**config.mk**
```make
export PLATFORM = sky130hd
export DESIGN_NAME = alu
export DESIGN_NICKNAME = d
export VERILOG_FILES = /design/src/rtl/alu_pkg.sv /design/src/rtl/alu_addsub.sv /design/src/rtl/alu.sv
export SDC_FILE = /design/constraint.sdc
export NUM_CORES = 1
export LEC_CHECK = 0
export CAP_MARGIN = 20
export CORE_ASPECT_RATIO = 1.25
export CORE_UTILIZATION = 45
export DETAILED_ROUTE_END_ITERATION = 8
export GPL_TIMING_DRIVEN = 0
export PLACE_DENSITY = 0.7
export SYNTH_ARGS = -nofsm -noshare
export SYNTH_HDL_FRONTEND = slang
export SYNTH_HIERARCHICAL = 1
export SYNTH_SLANG_ARGS = --single-unit
export TNS_END_PERCENT = 20
```
**constraint.sdc**
```tcl
create_clock -name i_clk -period 0.8 [get_ports i_clk]
set_input_delay 0.12 -clock i_clk [delete_from_list [all_inputs] [get_ports i_clk]]
set_output_delay 0.12 -clock i_clk [all_outputs]
set_load 0.02 [all_outputs]
```
**src/rtl/alu_pkg.sv**
```systemverilog
// Shared ALU definitions: function select codes used by the RTL and the bench.
package alu_pkg;

  typedef enum logic [2:0] {
    F_AND    = 3'b000,
    F_OR     = 3'b001,
    F_ADD    = 3'b010,
    F_UNUSED = 3'b011,
    F_AND_N  = 3'b100,
    F_OR_N   = 3'b101,
    F_SUB    = 3'b110,
    F_SLT    = 3'b111
  } alu_func_e;

endpackage

```
**src/rtl/alu_addsub.sv**
```systemverilog
// Combinational N-bit adder with optional B inversion and matching carry-in.
module alu_addsub #(
  parameter int N = 32
) (
  input  logic [N-1:0] a,
  input  logic [N-1:0] b,
  input  logic         sub,
  output logic [N-1:0] sum,
  output logic         carry,
  output logic         ovf
);

  logic [N-1:0] bb;
  logic [N:0]   s;

  assign bb = sub ? ~b : b;
  assign s  = {1'b0, a} + {1'b0, bb} + {{N{1'b0}}, sub};

  assign sum   = s[N-1:0];
  assign carry = s[N];
  // Overflow judged against the effective operand, so it covers both add and subtract.
  assign ovf   = (a[N-1] == bb[N-1]) && (s[N-1] != a[N-1]);

endmodule

```
**src/rtl/alu.sv**
```systemverilog
// Registered ALU: logic, add, subtract and set-less-than with carry and overflow flags.
module alu
  import alu_pkg::*;
#(
  parameter int N = 32
) (
  input  logic         i_clk,
  input  logic         i_rstn,
  input  logic [N-1:0] i_a,
  input  logic [N-1:0] i_b,
  input  logic [2:0]   i_f,
  output logic [N-1:0] o_y,
  output logic         o_c,
  output logic         o_ovf
);

  logic [N-1:0] sum;
  logic         carry;
  logic         as_ovf;
  logic [N-1:0] y_nxt;
  logic         c_nxt;
  logic         ovf_nxt;

  alu_addsub #(.N(N)) u_addsub (
    .a     (i_a),
    .b     (i_b),
    .sub   (i_f[2]),
    .sum   (sum),
    .carry (carry),
    .ovf   (as_ovf)
  );

  always_comb begin
    y_nxt   = '0;
    c_nxt   = 1'b0;
    ovf_nxt = 1'b0;
    case (alu_func_e'(i_f))
      F_AND:   y_nxt = i_a & i_b;
      F_OR:    y_nxt = i_a | i_b;
      F_ADD: begin
        y_nxt   = sum;
        c_nxt   = carry;
        ovf_nxt = as_ovf;
      end
      F_AND_N: y_nxt = i_a & ~i_b;
      F_OR_N:  y_nxt = i_a | ~i_b;
      F_SUB: begin
        y_nxt   = sum;
        c_nxt   = carry;
        ovf_nxt = as_ovf;
      end
      // Signed less-than: sign of the difference corrected by overflow.
      F_SLT: begin
        y_nxt = {{(N-1){1'b0}}, sum[N-1] ^ as_ovf};
        c_nxt = carry;
      end
      default: begin
        y_nxt   = '0;
        c_nxt   = 1'b0;
        ovf_nxt = 1'b0;
      end
    endcase
  end

  always_ff @(posedge i_clk or negedge i_rstn) begin
    if (!i_rstn) begin
      o_y   <= '0;
      o_c   <= 1'b0;
      o_ovf <= 1'b0;
    end else begin
      o_y   <= y_nxt;
      o_c   <= c_nxt;
      o_ovf <= ovf_nxt;
    end
  end

endmodule

```
==> qor.csv, run 1 <==
metric,value,unit
status,finished with violations,
violations,"negative hold slack, negative setup slack",
crit_arrival,2720,ps
worstHoldPathType,in2async,
synth_area,0.00411,mm2
grt_pass1_vias,4534,
fin_total_pwr,0.00985,W
max_slew_margin,0.425,
fmax,0.394,GHz
cts_tree,done,
place_congestion,0.966,
synthFlopType,dfrtp_1,
p_int,0.00571,W
seqPwrFrac,0.207,
crit_path_end_kind,register,
tns,-49440,ps
cp.buffers_inverters,5,
die_area,0.00953,mm2
crit_family,compound AO/OA/AOI/OAI gates,
syn_avg_cell_area,8.84,um2
io_pins,103,
dr.pass1.iters,5,
cp.required,980,ps
hold_viol,34,
min_period,2540,ps
numCtsBuffers,5,
drtAntennaViolNets,0,
syn_inst,465,
synthDistinctLibCells,62,
power.density,1530,mW/mm2
cp_slowest_cell,a21oi_1,
die_w,87.5,um
maxCapViolations,0,
drc,0,
vdd_drop_max,738,uV
max_stage_delay,420,ps
via_per_inst,6.00,
root_buffer,clkbuf_8,
max-clock-path-buffers,2,
synthesis.nets,566,
final_common_cell,xor2_1,
synthArstFlopShare,1.00,
final_cell_mix,"xor2_1, buf_4, dfrtp_1",
ys_ff_latch,34,
synth_edf_count,0,
num_antenna_cells,0,
start_util,0.467,
worstMarginPinSlew,863,ps
fin_crit_sh,3.18,
drive_above_1_share,0.393,
fin_nets,728,
clkSlewWorstSetupHoldPaths,80,ps
core,0.00880,mm2
worstSetupPathType,in2reg,
clockPowerShare,0.145,
p_sw_frac,0.420,
htreeDepth,2,
vias,4487,
rsz0062_at_grt,true,
grt_antenna_before_repair,0,
grt_usage,0.299,
leakage,2.89,nW
grt_pass1_wl,21.8,mm
rows,38,
yosysSeqAreaShare,0.207,
hpwl,9.00,mm
worst_slack,-1740,ps
crit_fanout,5,
grt_max_degree,35,
post_drt_wl_per_cell,19.9,um
cp_cell_sequence,"clkbuf_16, buf_12, xor2_2, ha_1, buf_6, buf_6, nand4_1, buf_4, o22ai_1, a21oi_1, a21oi_2, o2111ai_1, a21oi_1, xor2_1, a22o_1",
pwr-share-comb,0.647,
whs,-70.3,ps
die_h,109,um
synth_top_area_frac,0.207,
start_kind,input pin,
switchingPower,0.00414,W
wl,14.9,mm
setup_violations,68,
grt.overflow.total,0,
ys_warn_count,6,
port_buffers,101,
synth_top_cell_by_area,dfrtp_1,
slew_viol_final,0,
drt-initial-drc-count,202,
synth_area_leaders,"dfrtp_1, xor2_1, ha_1",
clock-sinks,34,
area_growth,56.8,%
[timing repair]
action | in CTS | in global routing
setup buffers | 44 | 15
resized for setup | 282 | 63
pin swaps | 57 | 45
gates cloned | 1 | 0
endpoints found under the hold margin | 34 | 3
endpoints found under the setup margin | 68 | 68
[how the worst max path moves through the flow]
| stage | start | end | cells after the start |
|---|---|---|---|
| 2_1_floorplan | i_f[2] | o_y[30] | 12 |
| 3_3_place_gp | i_b[0] | o_y[30] | 11 |
| 3_5_place_dp | i_b[14] | o_y[0] | 14 |
| 4_1_cts | i_f[2] | o_y[30] | 13 |
| 5_1_grt | i_f[2] | o_y[25] | 15 |
| 6_report | i_f[2] | o_y[29] | 15 |
[layout make-up]
type	instances	area [um2]
multi-input cells	393	3730
fillers	628	2350
repair buffers	158	1320
flip-flops and latches	34	851
plain buffers	23	259
well taps	120	150
clock buffers	7	86.3
inverters	12	45.0
clock inverters	1	5.00
[kinds of logic (layout without fill, tap and decap cells)]
group	Yosys count	count (layout)	synth area share
AOI/OAI and AO/OA	147	147	0.253
xor gates and xnor gates	90	90	0.192
adders and majority gates	63	63	0.183
buffers and inverters	38	201	0.0508
DFF	34	34	0.207
muxes	2	2	0.00517
and+or+nand+nor	91	91	0.110
[cells in the mapped netlist, types with 2 or more instances]
cell,count
and3_1,6
ha_1,31
nand2_1,26
a21oi_2,2
clkbuf_1,8
o211ai_1,3
a21oi_1,35
nor2_1,22
buf_1,3
nor2b_1,4
buf_6,4
inv_1,12
a22o_1,31
nand2b_1,5
o2111ai_1,2
o22ai_1,2
o21ai_1,5
dfrtp_1,34
or3_1,3
a21o_1,16
buf_8,2
a41o_1,2
a211oi_1,2
o21ai_0,20
a31oi_1,6
nand3_1,5
nand4_1,5
xnor2_1,17
nor3_1,5
xor2_1,73
and2_1,3
maj3_1,5
maj3_2,26
buf_2,8
o21a_1,5
[stage by stage]
stage,hold slack (ps),cells,setup WS [ps],cell area [um2],utilization
6_report,-70.3,748,-1740,6440,0.733
5_1_grt,3.54,748,-1850,6440,0.733
4_1_cts,-42.1,738,-1700,6070,0.690
3_5_place_dp,276,686,-2350,5330,0.606
3_3_place_gp,629,686,-2310,5330,0.606
2_1_floorplan,-176,465,-1810,4170,-
[sequential cells by signal, summed over array words and instances (netlist names)]
name   count
o_ovf      1
o_c        1
o_y       32
[per-layer routing]
layer / GRT usage / part of all wire / vias up
li1: - / - / 2009
met1: 0.327 / 0.37 / 2146
met2: 0.550 / 0.52 / 262
met3: 0.0454 / 0.060 / 70
met4: 0.153 / 0.055 / 0
met5: 0 / 0 / -
[power by group through the flow]
stage / Combinational (W) / Clock, W / Sequential [W]
final: 0.00638 / 0.00143 / 0.00204
after detailed placement: 0.00477 / 0 / 0.00207
after CTS: 0.00559 / 0.00146 / 0.00203
after floorplan: 0.00288 / 0 / 0.00239
after global placement: 0.00469 / 0 / 0.00207
after global routing: 0.00676 / 0.00153 / 0.00206
Note: power is estimated with default switching activity, not from simulation.
==> inputs of run 2 (changes only) <==
- CORE_MARGIN: default -> 1.5
- CTS_BUF_LIST: default -> sky130_fd_sc_hd__clkbuf_4 sky130_fd_sc_hd__clkbuf_8
- PLACE_DENSITY: 0.7 -> 0.72
- SYNTH_HIERARCHICAL: 1 -> default
==> run 2 against run 1 <==
Net effect: the run still ends with negative hold slack, negative setup slack left; highest routed layer unchanged; combinational power down 2%; clock-buffer cell count is the same; worst hold slack worse by 15 ps; cell area decreased by 3.3%; sequential power barely moved; core utilization grew 6.3 points; final cell count decreased by 6.7%; sequential share of layout area increased by 0.45 points; critical path depth is 1 lower; via count is 4.1% lower; first-iteration DRC count up 94%; non-clock buffer count grew 1.
==> qor.csv, run 2 <==
metric,value,unit
rows,36,
io_pins,103,
hpwl,8.46,mm
fin_area,0.00623,mm2
leakage,2.70,nW
synth-simple-area-share,0.115,
reg_top3,"o_y x32, o_c x1, o_ovf x1",
max_slew_margin,0.439,
start_kind,input pin,
area_growth,70.7,%
synthesis.nets,538,
yosysMostFrequentCell,xor2_1,
maxCapViolations,0,
crit_fanout,10,
yosysSeqAreaShare,0.233,
place_congestion,0.967,
synth_top_family_by_area,compound AO/OA/AOI/OAI gates,
slew_viol_final,0,
regMostFlops,o_y,
syn_inst,436,
worstMarginPinSlew,842,ps
status,finished with violations,
violations,"negative hold slack, negative setup slack",
dpl-instance-area,0.00495,mm2
synth_top_cells_by_count,"xor2_1, a21oi_1, dfrtp_1",
fmax,0.399,GHz
synth_xor_area_frac,0.149,
global_route.usage.met3,0.0271,
num_antenna_cells,0,
vias,4304,
rsz0062_at_grt,true,
synthMuxAreaShare,0.00651,
worst_slack,-1700,ps
grt_pass1_wl,19.5,mm
vdd_drop_max,963,uV
whs,-85.5,ps
largest_reg_flops,32,
fin_crit_sh,3.13,
synthDistinctLibCells,55,
synthArstFlopShare,1.00,
dr.pass1.iters,6,
cp.required,1030,ps
syn_avg_cell_area,8.37,um2
wl,14.4,mm
setup_violations,68,
grt_pass1_vias,4028,
top_usage_layer,met2,
min_period,2500,ps
crit_arrival,2740,ps
drc,0,
core,0.00784,mm2
numCtsBuffers,5,
cts_tree,done,
start_util,0.466,
fin_nets,704,
clkSlewWorstSetupHoldPaths,80,ps
synth_fa_ha_area_frac,0.186,
crit_path_end_kind,register,
die_w,83.6,um
die_area,0.00867,mm2
via_per_inst,6.17,
power.density,1560,mW/mm2
grt_antenna_before_repair,0,
synth_top_area_frac,0.233,
ys_warn_count,0,
grt_max_degree,35,
worstHoldPathType,in2async,
ys_ff_latch,34,
hold_viol,34,
post_drt_wl_per_cell,20.6,um
gr-usage-met1,0.327,
htreeDepth,2,
root_buffer,clkbuf_8,
drive_above_1_share,0.381,
place_ws,-2690,ps
clock-sinks,34,
grt.overflow.total,0,
synth-compound-area-share,0.253,
drt-initial-drc-count,391,
synth_area_leaders,"dfrtp_1, xor2_1, ha_1",
grt_usage,0.279,
port_buffers,102,
synth_area,0.00365,mm2
final_cell_mix,"buf_4, clkdlybuf4s50_1, buf_2",
die_h,104,um
fin_total_pwr,0.00975,W
synth_top_cell_by_area,dfrtp_1,
synth_edf_count,0,
worstSetupPathType,in2reg,
met2_usage,0.504,
max-clock-path-buffers,2,
synthFlopType,dfrtp_1,
final_common_cell,buf_4,
drtAntennaViolNets,0,
==> run 2: cell types whose count changed after synthesis, moves of 5 or more <==
cell	change
inv_1	+19
a22o_1	-30
o22ai_1	+26
maj3_2	-26
a21o_1	-5
a21oi_1	+5
clkbuf_1	+8
o21ai_1	-5
o32ai_1	+5
nand2_1	+6
xor2_1	-26
maj3_1	+21
==> run 2: metrics by stage <==
stage,TNS (ps),std cells,util,hold slack [ps]
3_3_place_gp,-122880,633,0.633,821
2_1_floorplan,-43180,436,-,-176
4_1_cts,-48310,679,0.729,-46.4
6_report,-50060,698,0.795,-85.5
5_1_grt,-52750,698,0.795,-8.87
3_5_place_dp,-83400,633,0.632,271
==> run 2: final cells by class <==
| cell class | count | area [um2] |
|---|---|---|
| Buffer | 17 | 154 |
| Clock buffer | 7 | 90.1 |
| Clock inverter | 1 | 5.00 |
| Fill cell | 440 | 1600 |
| Inverter | 31 | 116 |
| Multi-Input combinational cell | 348 | 3520 |
| Sequential cell | 34 | 851 |
| Tap cell | 95 | 119 |
| Timing Repair Buffer | 165 | 1380 |
==> run 2: where the power goes <==
part           leakage, nW  switching, W  internal (W)  total, W
Clock               0.0517      0.000736      0.000731   0.00147
Sequential           0.426     0.0000679       0.00196   0.00203
Combinational         2.22       0.00333       0.00292   0.00625
Total                 2.70       0.00413       0.00562   0.00975
==> run 2: per-layer routing <==
layer / vias to the layer above / wire length [um]
met3: 82 / 1010
met1: 2052 / 5200
met2: 275 / 7230
li1: 1895 / -
met5: - / 0
met4: 0 / 958
==> run 2: kinds of logic (layout without fill, tap and decap cells) <==
group	count (synthesis)	after routing
XOR/XNOR	62	62
AND/OR/NAND/NOR	88	88
AO/OA/AOI/OAI	137	137
buffers and inverters	54	221
flip-flops	34	34
multiplexers	2	2
adder cells (fa/ha/maj)	59	59
==> run 2: path summary, 6_finish.rpt <==
check,from,cells after the start,endpoint,slack (ps)
setup / recovery,i_f[2],14,o_c,-1700
hold / removal,i_rstn,1,o_y[16],-90
max in group asynchronous,i_rstn,1,o_y[3],340
min in group i_clk,i_b[21],5,o_y[21],410
==> run 2: repair_timing <==
item | 4_1_cts | 5_1_grt
resized for setup | 249 | 76
endpoints found under the hold margin | 34 | 31
setup buffers | 42 | 21
setup endpoints to repair | 68 | 68
gates cloned | 1 | 0
pin swaps | 52 | 44
==> run 2: worst max-delay path, stage by stage <==
cell      delay, ps
buf_8           100
buf_12          140
buf_16          160
xor2_2          180
ha_1            310
buf_6           130
nand2_1          80
nor2_2          150
and3_4          190
nand2b_1         60
o211ai_1        490
o22ai_2         190
o211ai_1        210
o2111a_1        210
